$ cat src/rtl/serial_to_parallel_if.sv
// Bus bundle for serial_to_parallel: serial bit input and word-wide output
// handshakes. The parity error flag exists only when SER2PAR_PARITY_EN is
// defined.
interface serial_to_parallel_if #(
  parameter int NBITS = 8
);
  logic             in_val;
  logic             in_rdy;
  logic             in_bit;
  logic             out_val;
  logic             out_rdy;
  logic [NBITS-1:0] out_msg;
`ifdef SER2PAR_PARITY_EN
  logic             out_err;

  modport master (
    output in_val, in_bit, out_rdy,
    input  in_rdy, out_val, out_msg, out_err
  );

  modport slave (
    input  in_val, in_bit, out_rdy,
    output in_rdy, out_val, out_msg, out_err
  );
`else
  modport master (
    output in_val, in_bit, out_rdy,
    input  in_rdy, out_val, out_msg
  );

  modport slave (
    input  in_val, in_bit, out_rdy,
    output in_rdy, out_val, out_msg
  );
`endif
endinterface

$ cat src/rtl/serial_to_parallel.sv
// serial_to_parallel: gathers 1-bit transfers LSB first into an NBITS-wide
// word and offers it on a val/rdy output. Optional even-parity trailer bit
// and out_err flag are enabled by defining SER2PAR_PARITY_EN.
module serial_to_parallel #(
  parameter int NBITS = 8
) (
  input logic            clk,
  input logic            reset,
  serial_to_parallel_if.slave io
);

`ifdef SER2PAR_PARITY_EN
  localparam int CW = $clog2(NBITS + 2);
  localparam logic [CW-1:0] PAR_IDX = CW'(NBITS);
`else
  localparam int CW = $clog2(NBITS + 1);
  localparam logic [CW-1:0] LAST_DATA = CW'(NBITS - 1);
`endif

  typedef enum logic {
    SHIFT = 1'b0,
    FULL  = 1'b1
  } state_e;

  state_e           state_q, state_d;
  logic [CW-1:0]    count_q, count_d;
  logic [NBITS-1:0] msg_q, msg_d;
  logic             val_q, val_d;
  logic             in_fire;
`ifdef SER2PAR_PARITY_EN
  logic             par_q, par_d;
  logic             err_q, err_d;
`endif

  assign io.in_rdy  = (state_q == SHIFT) && !reset;
  assign in_fire    = io.in_val && io.in_rdy;
  assign io.out_val = val_q;
  assign io.out_msg = msg_q;
`ifdef SER2PAR_PARITY_EN
  assign io.out_err = err_q;
`endif

  // State register; reset clears the pending word immediately.
  always_ff @(posedge clk or posedge reset) begin
    if (reset) begin
      state_q <= SHIFT;
      count_q <= '0;
      msg_q   <= '0;
      val_q   <= 1'b0;
`ifdef SER2PAR_PARITY_EN
      par_q   <= 1'b0;
      err_q   <= 1'b0;
`endif
    end else begin
      state_q <= state_d;
      count_q <= count_d;
      msg_q   <= msg_d;
      val_q   <= val_d;
`ifdef SER2PAR_PARITY_EN
      par_q   <= par_d;
      err_q   <= err_d;
`endif
    end
  end

  // Next-state: shift bits in while SHIFT, hold word in FULL until taken.
  always_comb begin
    state_d = state_q;
    count_d = count_q;
    msg_d   = msg_q;
    val_d   = val_q;
`ifdef SER2PAR_PARITY_EN
    par_d   = par_q;
    err_d   = err_q;
`endif
    unique case (state_q)
      SHIFT: begin
        if (in_fire) begin
          count_d = count_q + CW'(1);
          // Decoded write keeps the index the same width as the counter;
          // the parity slot (count == NBITS) matches no data bit.
          for (int unsigned i = 0; i < NBITS; i++) begin
            if (count_q == CW'(i)) begin
              msg_d[i] = io.in_bit;
            end
          end
`ifdef SER2PAR_PARITY_EN
          par_d = par_q ^ io.in_bit;
          if (count_q == PAR_IDX) begin
            state_d = FULL;
            val_d   = 1'b1;
            err_d   = par_q ^ io.in_bit;
          end
`else
          if (count_q == LAST_DATA) begin
            state_d = FULL;
            val_d   = 1'b1;
          end
`endif
        end
      end
      FULL: begin
        if (val_q && io.out_rdy) begin
          state_d = SHIFT;
          count_d = '0;
          val_d   = 1'b0;
`ifdef SER2PAR_PARITY_EN
          par_d   = 1'b0;
          err_d   = 1'b0;
`endif
        end
      end
      default: begin
        state_d = SHIFT;
      end
    endcase
  end

endmodule

$ cat src/flat_wrapper.sv
// flat-port wrapper written by rule: the top's interface ports become plain ports
module serial_to_parallel_flat 
#(
  parameter int NBITS = 8
)
  (clk, reset, io_in_val, io_in_bit, io_out_rdy, io_in_rdy, io_out_val, io_out_msg);
  serial_to_parallel_if #(.NBITS(NBITS)) io_i ();
  input logic clk;
  input logic reset;
  input wire logic [$bits(io_i.in_val)-1:0] io_in_val;
  input wire logic [$bits(io_i.in_bit)-1:0] io_in_bit;
  input wire logic [$bits(io_i.out_rdy)-1:0] io_out_rdy;
  output wire logic [$bits(io_i.in_rdy)-1:0] io_in_rdy;
  output wire logic [$bits(io_i.out_val)-1:0] io_out_val;
  output wire logic [$bits(io_i.out_msg)-1:0] io_out_msg;
  assign io_i.in_val = io_in_val;
  assign io_i.in_bit = io_in_bit;
  assign io_i.out_rdy = io_out_rdy;
  assign io_in_rdy = io_i.in_rdy;
  assign io_out_val = io_i.out_val;
  assign io_out_msg = io_i.out_msg;
  serial_to_parallel #(.NBITS(NBITS)) u_core (.clk(clk), .reset(reset), .io(io_i));
endmodule
$ cat config.mk
export PLATFORM = sky130hd
export DESIGN_NAME = serial_to_parallel_flat
export DESIGN_NICKNAME = d
export VERILOG_FILES = /design/src/rtl/serial_to_parallel_if.sv /design/src/rtl/serial_to_parallel.sv /design/src/flat_wrapper.sv
export SDC_FILE = /design/constraint.sdc
export NUM_CORES = 1
export LEC_CHECK = 0
export CAP_MARGIN = 40
export CORE_MARGIN = 4
export CORE_UTILIZATION = 35
export CTS_BUF_LIST = sky130_fd_sc_hd__clkbuf_2
export CTS_CLUSTER_SIZE = 10
export DETAILED_ROUTE_END_ITERATION = 6
export MAX_ROUTING_LAYER = met4
export PLACE_DENSITY = 0.55
export SLEW_MARGIN = 10
export SYNTH_ARGS = -nofsm -noshare
export SYNTH_HDL_FRONTEND = slang
export SYNTH_SLANG_ARGS = --single-unit
$ cat constraint.sdc
create_clock -name clk -period 3.76 [get_ports clk]
set_input_delay 0.752 -clock clk [delete_from_list [all_inputs] [get_ports clk]]
set_output_delay 0.752 -clock clk [all_outputs]
set_load 0.01 [all_outputs]
==> metrics.md, run 1 <==
| Metric | Value |
|---|---|
| Status | complete, no violations |
| Fraction of layout cells with a size suffix above 1 | 19.0% |
| Clk network pwr share | 10.7% |
| Yosys cell types | 18 |
| Maximum VDD drop | 0.283 mV |
| Final GP Congestion | 0.695 |
| Starting Density | 37.0% |
| Arrival @ worst endpoint | 2.01 ns |
| Nets | 90 |
| CTS tree | done |
| Worst min-delay path class | flip-flop to flip-flop |
| FF+latch count, synth | 14 |
| First-pass GRT wire length | 1.97 mm |
| Rel. slew slack | 64.2% |
| Pwr dens | 663 nW/um2 |
| Setup Buffers After CTS | 0 |
| DRT Pass-1 Iters | 4 |
| Post-synthesis cell type with the largest combined area | dfrtp_1 |
| Logic pwr share | 44.4% |
| Vias in the first global route | 444 |
| Total CTS buffers | 3 |
| Ports | 15 |
| Placed insts | 103 |
| Critical Path RT | 3.01 ns |
| CP Class | input pin to primary output |
| Avg Inst Size Synth | 11.8 um2 |
| DRC Markers | 0 |
| Antenna Nets Post-Route | 0 |
| LEAKAGE | 0.456 nW |
| Final Hold Viols | 0 |
| Ys async rst share | 100% |
| Setup WS post-layout | 0.995 ns |
| Antenna violations before repair | 0 |
| Top cells by count, synth | dfrtp_1, nand2_1, nand3_1 |
| Critical Path Fanout Max | 5 |
| Antenna diodes | 0 |
| Clk buf depth | 2 |
| Sequential share of the synthesized area | 47.8% |
| Finish-stage setup viols | 0 |
| Filler instances | 199 |
| Via count | 489 |
| Die height | 53.8 um |
| Final wirelength | 1.19 mm |
| Setup Total Neg Slack | 0 ns |
| Overall global routing resource usage | 10.3% |
| Synth-to-layout area growth | 25.8% |
| Max Clock Skew | 0.00341 ns |
| Htree depth | 1 |
| Detail Placement HPWL | 917 um |
| Post-synthesis cell area | 733 um2 |
| Startpoint Class | input pin |
| Post-synth EDFFs | 0 |
| RSZ-0062 raised after global routing | no |
| Clock tree sinks | 14 |
| PostCTS Resize Cnt | 0 |
| CORE AREA | 1980 um2 |
| Synthesized net count | 71 |
| DR iter-0 viols | 7 |
| Ys flop type | dfrtp_1 |
| Final period util | 73.5% |
| Pre-CTS worst setup slack | 0.996 ns |
| Final Non-Filler Cells | 106 |
| Global route overflow | 0 |
| Per-cell routed wire length | 11.2 um |
| Number of max-cap violations | 0 |
| PortBufs | 14 |
| Top post-synthesis cells by area | dfrtp_1, mux2_4, ha_1 |
| Top-area cell type share of the netlist area | 47.8% |
| Pin slew with the least headroom to its limit | 0.537 ns |
| Clock-pin slew on the worst setup and hold paths | 0.12 ns |
| Warning count from the yosys run | 0 |
| Cell internal pwr | 0.000405 W |
| Switching fraction of total power | 33.7% |
| Switching pwr | 0.000206 W |
| Pin count of the biggest net entering global routing | 15 |
| Sequential power share | 44.8% |
| CP endpoint kind | primary output |
| Via density | 4.61 |
| Die ar. | 2890 um2 |
| Rows | 16 |
| Pins over their slew limit | 0 |
| Root buffer cell | clkbuf_2 |
| Count leader, synth | dfrtp_1 |
| Die X-Extent | 53.8 um |
| Later-pin clock latency in the skew report | 0.26 ns |
| Fmax | 362 MHz |
| Post-Synthesis Cells | 62 |
| Minimum clock period | 2.77 ns |
| Hold_buf cts | 0 |
[metal layers]
metal	share of wire (%)	global-route usage, %	vias up
met1	50	13.5	223
li1	-	-	246
met2	40	13.5	15
met5	0	-	-
met4	3.2	7.66	0
met3	6.1	2.49	5
[power groups by stage]
stage	combinational [W]	sequential, W	clock (W)
3_3_place_gp	0.000274	0.000278	0
6_report	0.000272	0.000274	0.0000657
4_1_cts	0.000276	0.000276	0.0000706
5_1_grt	0.000303	0.000285	0.0000759
2_1_floorplan	0.000136	0.000290	0
3_5_place_dp	0.000275	0.000280	0
[cell type report]
class	instances	area [um2]	area share [%]
Multi-Input combinational cell	45	372	40.3
Inverter	3	11.3	1.22
Clock buffer	3	15.0	1.63
Timing Repair Buffer	14	140	15.2
Tap cell	27	33.8	3.66
Sequential cell	14	350	38.0
[worst max-delay path, cell delays in order]
cell             delay [ns]
clkdlybuf4s50_1        0.50
nor2_1                 0.19
clkdlybuf4s50_1        0.57
[sequential cells by signal (all words and copies together), names as in the netlist]
signal,flops
u_core.count_q,4
u_core.io.out_val,1
u_core.io.out_msg,8
u_core.state_q,1
[kinds of logic (layout without fill, tap and decap cells)]
logic type,Yosys count,count (layout),synth area share (%)
and+or+nand+nor,29,29,24.7
DFF,14,14,47.8
muxes,10,10,17.1
adders and majority gates,4,4,6.83
buffers and inverters,3,20,1.54
AOI/OAI and AO/OA,2,2,2.05
[stage by stage]
step                power [W]  util, %  hold WS [ns]  instance area (um2)
finish               0.000611     46.5         0.504                  922
global route         0.000664     46.5         0.517                  922
CTS                  0.000623     46.5         0.512                  922
detailed placement   0.000555     45.8         0.482                  907
global placement     0.000552     45.8         0.472                  907
floorplan            0.000426        -         0.496                  733
[cells in the final DEF, fill, tap and decap left out, drive strengths merged]
| master | n |
|---|---|
| dfrtp | 14 |
| nor2b | 2 |
| and2b | 2 |
| clkdlybuf4s50 | 14 |
| nand3 | 6 |
| nand2 | 15 |
| a21bo | 1 |
| or3b | 1 |
| inv | 3 |
| clkbuf | 3 |
| mux2i | 2 |
| o21ai | 1 |
| and4bb | 1 |
| nor2 | 1 |
| nor4b | 1 |
| mux2 | 8 |
| ha | 4 |
[path summary, 6_finish.rpt]
check	depth (start not counted)	startpoint	to	slack [ns]
worst max-delay path	3	reset	io_in_rdy	0.99
worst max register to register	5	u_core.count_q[0]	u_core.io.out_msg[0]	2.35
worst min-delay path	1	u_core.io.out_msg[0]	u_core.io.out_msg[0]	0.50
worst min register to register	1	u_core.io.out_msg[0]	u_core.io.out_msg[0]	0.50
min in group asynchronous	2	reset	u_core.count_q[1]	0.96
max in group asynchronous	2	reset	u_core.io.out_msg[4]	2.45
Note: power is estimated with default switching activity, not from simulation.
==> run 2: changes to the inputs <==
- clock period: 3.76 -> 2.9 ns (I/O delays scaled with it)
==> run 2 against run 1 <==
Via count down 0.61%. Wire length is 0.17% higher. Clock skew up 0.0022 ns. Highest routed layer unchanged.
==> metrics.md, run 2 (synthesized netlist as in run 1, its figures left out) <==
| Metric | Value |
|---|---|
| Worst reg-to-reg path cell count | 4 |
| Antenna violations before repair | 0 |
| Synth-to-layout area growth | 25.8% |
| Final Hold Viols | 0 |
| Clock-pin slew on the worst setup and hold paths | 0.12 ns |
| Overall global routing resource usage | 10.1% |
| Die ar. | 2890 um2 |
| Rel. slew slack | 63.2% |
| Fmax | 413 MHz |
| Setup Total Neg Slack | 0 ns |
| CP startpoint | reset |
| Die X-Extent | 53.8 um |
| Fin area | 922 um2 |
| Placed Area | 907 um2 |
| PostCTS Resize Cnt | 0 |
| Setup Buffers After CTS | 0 |
| Final period util | 83.6% |
| Commonest cells after routing, fill and taps aside | clkdlybuf4s50_1, dfrtp_1, nand2_1 |
| Worst min-delay path class | flip-flop to flip-flop |
| Final Non-Filler Cells | 106 |
| Hold_buf cts | 0 |
| Ports | 15 |
| DR WL met2 | 526 um |
| Global route overflow | 0 |
| Antenna Nets Post-Route | 0 |
| Fraction of layout cells with a size suffix above 1 | 19.0% |
| Critical Path RT | 2.32 ns |
| DR top layer | met4 |
| Number of max-cap violations | 0 |
| Pins over their slew limit | 0 |
| Finish-stage setup viols | 0 |
| Per-cell routed wire length | 11.2 um |
| Via count | 486 |
| CORE AREA | 1980 um2 |
| Final wirelength | 1.19 mm |
| Pin count of the biggest net entering global routing | 15 |
| Detail Placement HPWL | 917 um |
| Starting Density | 37.0% |
| Pwr dens | 859 nW/um2 |
| CTS tree | done |
| Via density | 4.58 |
| Vias in the first global route | 442 |
| PortBufs | 14 |
| Clock tree sinks | 14 |
| Pwr Total | 0.000792 W |
| Htree depth | 1 |
| WHS Endpoint | u_core.io.out_msg[1] |
| Pin slew with the least headroom to its limit | 0.551 ns |
| Status | complete, no violations |
| DR iter-0 viols | 9 |
| Max reg flops | 8 |
| Arrival @ worst endpoint | 1.84 ns |
| Max Clock Skew | 0.00557 ns |
| Rows | 16 |
| Nets | 90 |
| Later-pin clock latency in the skew report | 0.26 ns |
| Root buffer cell | clkbuf_2 |
| Maximum VDD drop | 0.348 mV |
| Min-Delay Path Depth | 1 |
| Min-Delay Startpoint | u_core.io.out_msg[1] |
| First-pass GRT wire length | 1.97 mm |
| Minimum clock period | 2.42 ns |
| R2R Path End | u_core.io.out_msg[3] |
| Antenna diodes | 0 |
| Clk buf depth | 2 |
| Critical Path Fanout Max | 5 |
| Met1 wire length | 582 um |
| Total CTS buffers | 3 |
| RSZ-0062 raised after global routing | no |
| LEAKAGE | 0.456 nW |
| Final GP Congestion | 0.695 |
| Die height | 53.8 um |
| DRT Pass-1 Iters | 4 |
| Met3 WL | 75 um |
| CP Class | input pin to primary output |
| Reg-to-reg startpoint | u_core.count_q[0] |
| DRC Markers | 0 |
| Worst R2R Setup Slack | 1.50 ns |
| CP endpoint kind | primary output |
| Startpoint Class | input pin |
| Placed insts | 103 |
-- run 2: cell counts in the layout (fill, tap and decap cells not counted) --
Identical to the previous run, type by type.
-- run 2: critical path, stage by stage --
cell             delay, ns
clkdlybuf4s50_1       0.50
nor2_1                0.20
clkdlybuf4s50_1       0.57
-- run 2: final cells by class --
type,instances,area [um2]
Sequential cell,14,350
Inverter,3,11.3
Clock buffer,3,15.0
Tap cell,27,33.8
Fill cell,197,1060
Timing Repair Buffer,14,140
Multi-Input combinational cell,45,372
-- run 2: power by group --
group,internal (W),leakage [nW],switching (W)
clock network,0.0000282,0.0125,0.0000569
logic,0.000216,0.266,0.000136
registers,0.000281,0.178,0.0000744
total,0.000525,0.456,0.000267
-- run 2: worst max path at each step --
stage	endpoint	slack [ns]
detailed placement	io_in_rdy	0.48
floorplan	u_core.io.out_msg[4]	1.48
global route	io_in_rdy	0.41
finish	io_in_rdy	0.48
global placement	io_in_rdy	0.50
CTS	io_in_rdy	0.47
-- run 2: metrics by stage --
| stage | utilization [%] | hold WS [ns] | worst slack (ns) |
|---|---|---|---|
| floorplan | - | 0.469 | 1.48 |
| global placement | 45.8 | 0.472 | 0.500 |
| detailed placement | 45.8 | 0.482 | 0.480 |
| CTS | 46.5 | 0.510 | 0.472 |
| global route | 46.5 | 0.518 | 0.414 |
| finish | 46.5 | 0.502 | 0.477 |
-- run 2: metal layers --
metal | global-route usage [%] | vias up
met5 | - | -
met4 | 5.11 | 0
met3 | 3.32 | 2
met2 | 13.9 | 12
met1 | 13.0 | 226
li1 | - | 246
